### src/rtl/ps2_pkg.sv
// Shared definitions for the PS/2 host-side blocks: FSM states, error codes and
// frame geometry.
package ps2_pkg;

  localparam int unsigned PS2_FRAME_BITS = 11;

  typedef enum logic [2:0] {
    IDLE      = 3'd0,
    INHIBIT   = 3'd1,
    REQ       = 3'd2,
    SHIFT     = 3'd3,
    ACK       = 3'd4,
    WAIT_IDLE = 3'd5,
    ERROR     = 3'd6
  } ps2_state_e;

  typedef enum logic [1:0] {
    ERR_NONE     = 2'd0,
    ERR_START_TO = 2'd1,
    ERR_XFER_TO  = 2'd2,
    ERR_NO_ACK   = 2'd3
  } ps2_err_e;

  function automatic logic odd_parity(input logic [7:0] d);
    return ~^d;
  endfunction

endpackage

### src/rtl/ps2_line_sync.sv
// Two-flop synchronizer for one PS/2 line plus a falling-edge pulse.
// Idle level of the bus is high, so the flops reset to 1.
module ps2_line_sync (
  input  logic clk_in,
  input  logic rst_in,
  input  logic pin_in,
  output logic level_out,
  output logic fall_out
);

  logic [2:0] sync_q;

  always_ff @(posedge clk_in or negedge rst_in) begin
    if (!rst_in) begin
      sync_q <= '1;
    end else begin
      sync_q <= {sync_q[1:0], pin_in};
    end
  end

  assign level_out = sync_q[1];
  assign fall_out  = sync_q[2] & ~sync_q[1];

endmodule

### src/rtl/ps2_tx.sv
// Host-to-device PS/2 transmitter: inhibit, request-to-send, device-clocked
// frame, ACK check and timeouts. Lines are driven open-drain via output enables.
module ps2_tx
  import ps2_pkg::*;
#(
  parameter int unsigned INHIBIT_CYCLES       = 12000,
  parameter int unsigned START_TIMEOUT_CYCLES = 1500000,
  parameter int unsigned XFER_TIMEOUT_CYCLES  = 200000
) (
  input  logic       clk_in,
  input  logic       rst_in,
  input  logic [7:0] data_in,
  input  logic       valid_in,
  output logic       ready_out,
  input  logic       ps2_clk_in,
  input  logic       ps2_data_in,
  output logic       ps2_clk_oe_out,
  output logic       ps2_data_oe_out,
  output logic       busy_out,
  output logic       done_out,
  output logic       error_out,
  output logic [1:0] err_code_out
);

  localparam int unsigned INH_W   = $clog2(INHIBIT_CYCLES + 1);
  localparam int unsigned START_W = $clog2(START_TIMEOUT_CYCLES + 1);
  localparam int unsigned XFER_W  = $clog2(XFER_TIMEOUT_CYCLES + 1);

  localparam logic [INH_W-1:0]   INH_LAST   = INH_W'(INHIBIT_CYCLES - 1);
  localparam logic [INH_W-1:0]   INH_START  = INH_W'(INHIBIT_CYCLES - 2);
  localparam logic [START_W-1:0] START_LAST = START_W'(START_TIMEOUT_CYCLES - 1);
  localparam logic [XFER_W-1:0]  XFER_LAST  = XFER_W'(XFER_TIMEOUT_CYCLES - 1);

  // Edge counts within the frame: data bits occupy edges 1..8.
  localparam logic [3:0] PARITY_IDX = 4'(PS2_FRAME_BITS - 3);
  localparam logic [3:0] STOP_IDX   = 4'(PS2_FRAME_BITS - 2);

  ps2_state_e         state;
  logic [7:0]         data_q;
  logic               parity_q;
  logic [3:0]         bit_idx;
  logic [INH_W-1:0]   inh_cnt;
  logic [START_W-1:0] start_cnt;
  logic [XFER_W-1:0]  xfer_cnt;

  logic     clk_lvl, clk_fall;
  logic     data_lvl, data_fall;
  logic     fail_now;
  ps2_err_e fail_code;

  ps2_line_sync u_clk_sync (
    .clk_in    (clk_in),
    .rst_in    (rst_in),
    .pin_in    (ps2_clk_in),
    .level_out (clk_lvl),
    .fall_out  (clk_fall)
  );

  ps2_line_sync u_data_sync (
    .clk_in    (clk_in),
    .rst_in    (rst_in),
    .pin_in    (ps2_data_in),
    .level_out (data_lvl),
    .fall_out  (data_fall)
  );

  assign ready_out = (state == IDLE);
  assign busy_out  = (state != IDLE);

  // All abort conditions resolved in one place so the sequential block only
  // needs a single priority branch into ERROR.
  always_comb begin
    fail_now  = 1'b0;
    fail_code = ERR_NONE;
    case (state)
      REQ: begin
        if (!clk_fall && start_cnt == START_LAST) begin
          fail_now  = 1'b1;
          fail_code = ERR_START_TO;
        end
      end
      SHIFT, ACK, WAIT_IDLE: begin
        if (xfer_cnt == XFER_LAST && !done_out) begin
          fail_now  = 1'b1;
          fail_code = ERR_XFER_TO;
        end else if (state == ACK && clk_fall && data_lvl) begin
          fail_now  = 1'b1;
          fail_code = ERR_NO_ACK;
        end
      end
      default: ;
    endcase
  end

  always_ff @(posedge clk_in or negedge rst_in) begin
    if (!rst_in) begin
      state           <= IDLE;
      data_q          <= '0;
      parity_q        <= 1'b0;
      bit_idx         <= '0;
      inh_cnt         <= '0;
      start_cnt       <= '0;
      xfer_cnt        <= '0;
      ps2_clk_oe_out  <= 1'b0;
      ps2_data_oe_out <= 1'b0;
      done_out        <= 1'b0;
      error_out       <= 1'b0;
      err_code_out    <= ERR_NONE;
    end else begin
      done_out  <= 1'b0;
      error_out <= 1'b0;
      if (fail_now) begin
        state           <= ERROR;
        ps2_clk_oe_out  <= 1'b0;
        ps2_data_oe_out <= 1'b0;
        error_out       <= 1'b1;
        err_code_out    <= fail_code;
      end else begin
        case (state)
          IDLE: begin
            if (valid_in) begin
              data_q         <= data_in;
              parity_q       <= odd_parity(data_in);
              inh_cnt        <= '0;
              ps2_clk_oe_out <= 1'b1;
              state          <= INHIBIT;
            end
          end
          INHIBIT: begin
            if (inh_cnt != INH_LAST) inh_cnt <= inh_cnt + 1'b1;
            // Start bit goes low during the last clock-low cycle.
            if (inh_cnt == INH_START) ps2_data_oe_out <= 1'b1;
            if (inh_cnt == INH_LAST) begin
              ps2_clk_oe_out <= 1'b0;
              start_cnt      <= '0;
              state          <= REQ;
            end
          end
          REQ: begin
            if (clk_fall) begin
              ps2_data_oe_out <= ~data_q[0];
              bit_idx         <= 4'd1;
              xfer_cnt        <= '0;
              state           <= SHIFT;
            end else if (start_cnt != START_LAST) begin
              start_cnt <= start_cnt + 1'b1;
            end
          end
          SHIFT: begin
            if (xfer_cnt != XFER_LAST) xfer_cnt <= xfer_cnt + 1'b1;
            if (clk_fall) begin
              bit_idx <= bit_idx + 1'b1;
              if (bit_idx < PARITY_IDX) begin
                ps2_data_oe_out <= ~data_q[bit_idx[2:0]];
              end else if (bit_idx == PARITY_IDX) begin
                ps2_data_oe_out <= ~parity_q;
              end else begin
                ps2_data_oe_out <= 1'b0;
                state           <= ACK;
              end
            end
          end
          ACK: begin
            if (xfer_cnt != XFER_LAST) xfer_cnt <= xfer_cnt + 1'b1;
            if (clk_fall) state <= WAIT_IDLE;
          end
          WAIT_IDLE: begin
            if (xfer_cnt != XFER_LAST) xfer_cnt <= xfer_cnt + 1'b1;
            if (done_out) begin
              state <= IDLE;
            end else if (clk_lvl && data_lvl) begin
              done_out <= 1'b1;
            end
          end
          ERROR: begin
            state <= IDLE;
          end
          default: begin
            state           <= IDLE;
            ps2_clk_oe_out  <= 1'b0;
            ps2_data_oe_out <= 1'b0;
          end
        endcase
      end
    end
  end

  // Data-line falling edges carry no meaning for the transmitter.
  logic unused_data_fall;
  assign unused_data_fall = data_fall;

  // Stop index is implied by the else branch in SHIFT; kept for readability.
  logic unused_stop_idx;
  assign unused_stop_idx = ^STOP_IDX;

endmodule

### config.mk
export PLATFORM = sky130hd
export DESIGN_NAME = ps2_tx
export DESIGN_NICKNAME = d
export VERILOG_FILES = /design/src/rtl/ps2_pkg.sv /design/src/rtl/ps2_line_sync.sv /design/src/rtl/ps2_tx.sv
export SDC_FILE = /design/constraint.sdc
export NUM_CORES = 1
export LEC_CHECK = 0
export ABC_AREA = 1
export CORE_AREA = 2 2 167 103
export CTS_BUF_LIST = sky130_fd_sc_hd__clkbuf_16
export DETAILED_ROUTE_END_ITERATION = 10
export DIE_AREA = 0 0 169 105
export PLACE_DENSITY = 0.59
export SLEW_MARGIN = 40
export SYNTH_ARGS = -nofsm -noshare
export SYNTH_HDL_FRONTEND = slang
export SYNTH_SLANG_ARGS = --single-unit
### constraint.sdc
create_clock -name clk_in -period 2.1 [get_ports clk_in]
set_input_delay 0.42 -clock clk_in [delete_from_list [all_inputs] [get_ports clk_in]]
set_output_delay 0.42 -clock clk_in [all_outputs]
set_load 0.005 [all_outputs]
=== After elaboration in Yosys (flattened, before gate mapping) ===
Cells that the tools add are included.

* Memory bits (writable): 0
* Output and inout bits: 8
* Bits in registers: 80
* Memories kept: 0
* ROM bits: 0
* Bits in latches: 0
* Input bits: 13

* Multiplexer cells: 49
* Divide/modulo/power cells: 0
* $lt $le $gt $ge: 2
* Multiply operators: 0
* Reduce and logical (&&, ||, !) cells: 25
* Equal/unequal tests: 33
* Bitwise gates (word level): 6
* Shift-type cells: 0
* Add/sub/neg operators: 4

{| class="wikitable"
|+ Operator list
! kind !! number
|-
| $mux W21 || 3
|-
| $pmux W21 S2 || 1
|-
| $mux W18 || 2
|-
| $pmux W18 S2 || 1
|-
| $eq A14 B14 Y1 const B || 2
|-
| $mux W14 || 2
|-
| $pmux W14 S2 || 1
|-
| $mux W3 || 9
|-
| $ne A3 B3 Y1 const B || 8
|-
| $add A21 B1 Y21 const B || 1
|-
| $eq A21 B21 Y1 const B || 1
|-
| $ne A21 B21 Y1 const B || 1
|-
| $mux W1 || 19
|-
| $add A18 B1 Y18 const B || 1
|-
| $eq A18 B18 Y1 const B || 1
|-
| $ne A18 B18 Y1 const B || 1
|-
| $pmux W3 S6 || 1
|-
| $reduce_and A4 Y1 || 4
|-
| $add A14 B1 Y14 const B || 1
|-
| $ne A14 B14 Y1 const B || 1
|-
| $ne A2 B2 Y1 const B || 7
|-
| $eq A3 B3 Y1 const B || 3
|-
| $mux W4 || 2
|-
| $pmux W4 S2 || 1
|-
| other kinds (28) || 45
|}

=== Depth between registers and ports, before layout ===
* Depth after elaboration: 9
* Mapped depth: 13
* Gate-level depth less buffers: 12

=== Cells and area by module ===
Synthesis repeated with hierarchy kept, for this count alone.

* Cell total of the unflattened synthesis: 749
* Area, all modules: 5193.7 um^2

{| class="wikitable"
|+ Modules (own cells, without submodules)
! module !! times used !! seq. area each (um^2) !! cells each !! area each (um^2)
|-
| ps2_tx || 1 || 1876.8 || 739 || 5016.1
|-
| ps2_line_sync || 2 || 78.8 || 5 || 88.8
|}

=== Worst setup path before layout ===
Ideal clock, no wire load.

* Path type: reg2reg
* Start: reg start_cnt[0]
* End: reg start_cnt[12]
* Data arrival time: 1714 ps
* Setup time: 117 ps
* Slack: 269 ps
* Cell stages (with the launch flop): 13
* Required time: 1983 ps
* Cell sequence: dfrtp_1 ha_1 buf_2 nand3_2 nor2_2 nand2_1 nor2_2 nand3_4 nand3_2 nor2_4 buf_6 nand2_1 nand2_1

* Word-level cells in the longest chain between the ends: 6
* Elaborated cells on any way between the ends: 12
* Classes of those cells: 1 x add/sub; 3 x eq/ne; 5 x mux; 1 x bitwise; 2 x reduce/logical

{| class="wikitable"
|+ Ends and longest elaborated chain
! what !! RTL line !! source
|-
| start: declaration || ps2_tx.sv:43 || <nowiki>logic [START_W-1:0] start_cnt;</nowiki>
|-
| start signal: assignment || ps2_tx.sv:146 || <nowiki>start_cnt <= start_cnt + 1'b1;</nowiki>
|-
| $eq A21 B21 Y1 || ps2_tx.sv:77 || <nowiki>if (!clk_fall && start_cnt == START_LAST) begin</nowiki>
|-
| $logic_and A1 B1 Y1 || ps2_tx.sv:77 ||
|-
| $mux W1 || ps2_tx.sv:77 ||
|-
| $pmux W1 S2 || ps2_tx.sv:75 || <nowiki>case (state)</nowiki>
|-
| net fail_now || ps2_tx.sv:48 || <nowiki>logic fail_now;</nowiki>
|-
| $not A1 Y1 (no line) || - ||
|-
| $reduce_and A5 Y1 (no line) || - ||
|}

The timed path passes the listed nets, and every way through them passes these cells. The select of a mux whose other input is x is not followed.
A chain may end at the register's enable or synchronous reset.

=== Worst setup path in the final report ===
* Start: reg state[2]
* End: out ready_out

* Word-level cells in the longest chain between the ends: 1

{| class="wikitable"
|+ Ends and longest elaborated chain
! what !! RTL line !! source
|-
| start: declaration || ps2_tx.sv:38 || <nowiki>ps2_state_e state;</nowiki>
|-
| start signal: assignment || ps2_tx.sv:97 || <nowiki>state <= IDLE;</nowiki>
|-
| start signal: assignment || ps2_tx.sv:113 || <nowiki>state <= ERROR;</nowiki>
|-
| start signal: assignment || ps2_tx.sv:126 || <nowiki>state <= INHIBIT;</nowiki>
|-
| $logic_not A3 Y1 || ps2_tx.sv:67 || <nowiki>assign ready_out = (state == IDLE);</nowiki>
|-
| end: declaration || ps2_tx.sv:14 || <nowiki>output logic ready_out,</nowiki>
|}

No other way between the ends.

==> flow_metrics.tcl <==
set metrics [dict create \
    slew-limit-headroom_pct 74.7 \
    cts-root-buf "clkbuf_16" \
    grt_usage_pct 16.0 \
    dp.cells 1040 \
    critPathCaptureType "output pin" \
    synth_cell_types 34 \
    diodes 0 \
    outcome "complete, no violations" \
    firstDrtPassIters 5 \
    clockBufferDepth 2 \
    fin_crit_sh_pct 97.1 \
    synth_mux_area_share_pct 0 \
    cts_tree "yes" \
    crit_type "reg2out" \
    rows 36 \
    max-vdd-ir-drop_uv 520 \
    cp.arrival_ps 1620 \
    drc 0 \
    synth_xor_area_share_pct 6.29 \
    critPathMaxFanout 7 \
    finClkSkew_ps 14.0 \
    cp_cell_sequence "clkinv_4, nand2_1, inv_2, clkdlybuf4s50_1" \
    min_path_type "reg2reg" \
    cts.sinks 80 \
    crit_slowest_cell "clkdlybuf4s50_1" \
    drtIter0Drc 461 \
    fillers 1713 \
    clkTransAtPathRegs_ps 60 \
    fin_setup_tns_ps 0 \
    die_h_um 105 \
    drive_above_1_share_pct 11.2 \
    grt_pass1_vias 4446 \
    synth_fa_ha_area_share_pct 1.84 \
    antenna_found_initial 0 \
    numCtsBuffers 9 \
    syn_area_um2 5430 \
    fmax_ghz 0.490 \
    grt_max_degree 40 \
    cp.required_ps 1680 \
    p_per_area_nw_per_um2 964 \
    fp.dieW_um 169 \
    avgSynthCellArea_um2 6.79 \
    netlist_instances 799 \
    num_vias 4959 \
    wire_per_inst_um 12.9 \
    seq_area_frac_synth_pct 37.0 \
    synth_top_family_by_area "simple AND/OR/NAND/NOR gates" \
    ant_nets 0 \
    core_um2 16100 \
    max_stage_delay_ps 500 \
    max_slew.worst_pin.slew_ps 378 \
    initial_core_util_pct 33.7 \
    htree_levels 3 \
    synth_edf_count 0 \
    p_leak_uw 0.00301 \
    async_reset_ff_share_pct 100 \
    ys.flop_type "dfrtp_1" \
    nets 868 \
    place.gp.congestion 0.872 \
    io_buffers 20 \
    final.min_clock_period_ps 2040 \
    die_area_um2 17700 \
    grt_pass1_wl_um 22900 \
    max_cap_viol_count 0 \
    syn_nets 820 \
    ios 21 \
    dp_hpwl_um 9920 \
    slew_viol_final 0 \
    grt-ovfl-total 0 \
    final_cells 1061 \
    synth_compound_area_share_pct 2.81 \
    crit_path_start_kind "register" \
    wl_um 13600 \
    hold_viol_final 0 \
    synth-simple-area-share_pct 43.7 \
    synth-seq-cells 80 \
    avgViaCountPerCell 4.67 \
    synth_warnings 0 \
    final-setup-viol-count 0 \
    fin_util_pct 39.5 \
    clock_latency_ps 340 \
    area_delta_synth_final_pct 17.3 \
]
[report_power, final]
part           switching [µW]  internal, µW  leakage (µW)
Clock                     631           901      0.000141
Sequential                195          1760       0.00107
Combinational            1710           941       0.00180
[final cells by class]
type | instances | area [µm²] | share of cell area (%)
Timing Repair Buffer | 60 | 532 | 8.35
Multi-Input combinational cell | 621 | 2990 | 47.0
Clock buffer | 9 | 225 | 3.54
Inverter | 75 | 289 | 4.54
Clock inverter | 7 | 56.3 | 0.885
Sequential cell | 80 | 2010 | 31.6
Tap cell | 209 | 262 | 4.11
[worst max-delay path, delay by kind of cell (launching register included)]
kind / cells / cell delay, ps
simple gates: 1 / 100
flops: 1 / 480
buf+inv: 3 / 690
[Yosys cell counts (8+ instances only)]
master | n | area share [%]
a21oi_1 | 9 | 0.83
nand4_1 | 36 | 4.1
xor2_1 | 29 | 4.7
ha_1 | 8 | 1.8
nor2_1 | 119 | 8.2
nand2_1 | 306 | 21
inv_1 | 68 | 4.7
xnor2_1 | 10 | 1.6
buf_6 | 8 | 1.7
nor3_1 | 8 | 0.74
dfrtp_1 | 75 | 35
nand3_1 | 53 | 4.9
[metrics by stage]
stage               total power (µW)  hold slack, ps  worst slack, ps  cell area [µm²]
floorplan                       3770             124              269             5430
CTS                             6060             357             1.78             6310
detailed placement              4490             348             59.4             6010
global placement                4490             348              101             6010
finish                          6140             356             60.9             6360
global route                    6550             359            -20.2             6360
[state kept, by name, summed over array words and instances, names as in the netlist, 2 cells and up]
| signal | count |
|---|---|
| u_clk_sync.sync_q | 3 |
| inh_cnt | 14 |
| data_q | 8 |
| state | 3 |
| xfer_cnt | 18 |
| bit_idx | 4 |
| u_data_sync.sync_q | 2 |
| err_code_out | 2 |
| start_cnt | 21 |
[worst paths after layout]
| path | slack (ps) | end | from | cells past startpoint |
|---|---|---|---|---|
| worst max-delay path | 60 | ready_out | state[2]$_DFFE_PN0P_ | 4 |
| worst min-delay path | 360 | u_data_sync.sync_q[1]$_DFF_PN1_ | u_data_sync.sync_q[0]$_DFF_PN1_ | 0 |
| worst max register to register | 150 | start_cnt[14]$_DFFE_PN0P_ | inh_cnt[1]$_DFFE_PN0P_ | 10 |
| worst min register to register | 360 | u_data_sync.sync_q[1]$_DFF_PN1_ | u_data_sync.sync_q[0]$_DFF_PN1_ | 0 |
| max in group asynchronous | 960 | u_data_sync.sync_q[0]$_DFF_PN1_ | rst_in | 3 |
| min in group asynchronous | 540 | inh_cnt[6]$_DFFE_PN0P_ | rst_in | 2 |
[cell families (layout without fill, tap and decap cells)]
kind of cell             Yosys count  after routing
AO/OA/AOI/OAI                     25             25
AND/OR/NAND/NOR                  549            549
XOR/XNOR                          39             39
adder cells (fa/ha/maj)            8              8
buffers and inverters             98            151
flip-flops                        80             80
[layer usage]
metal / track usage (%) / vias to the layer above / part of all wire [%]
met5: 0 / - / 0
met4: 3.11 / 0 / 0.92
met3: 3.33 / 10 / 4.5
met2: 20.8 / 112 / 37
met1: 26.3 / 2230 / 57
li1: - / 2607 / -
[repair_timing]
item	CTS	global route
setup endpoints to repair	2	31
setup buffers	0	4
endpoints found under the hold margin	3	0
resized for setup	3	8
pin swaps	0	2
hold buffers	1	0
cloned	0	0
[cell usage in the layout (no fill, tap or decap), drive strengths merged]
cell / count
clkdlybuf4s50: 18
dfrtp: 75
nor3b: 2
nand3: 60
nor3: 8
clkinvlp: 1
buf: 40
nand2: 311
or2: 2
o21bai: 1
ha: 8
nand3b: 2
inv: 76
nor2: 128
dlymetal6s2s: 1
clkinv: 4
nand4: 36
o21ai: 13
dlygate4sd3: 1
xnor2: 10
dfstp: 5
xor2: 29
bufinv: 1
o211ai: 1
clkbuf: 9
a21oi: 10
Note: power is estimated with default switching activity, not from simulation.
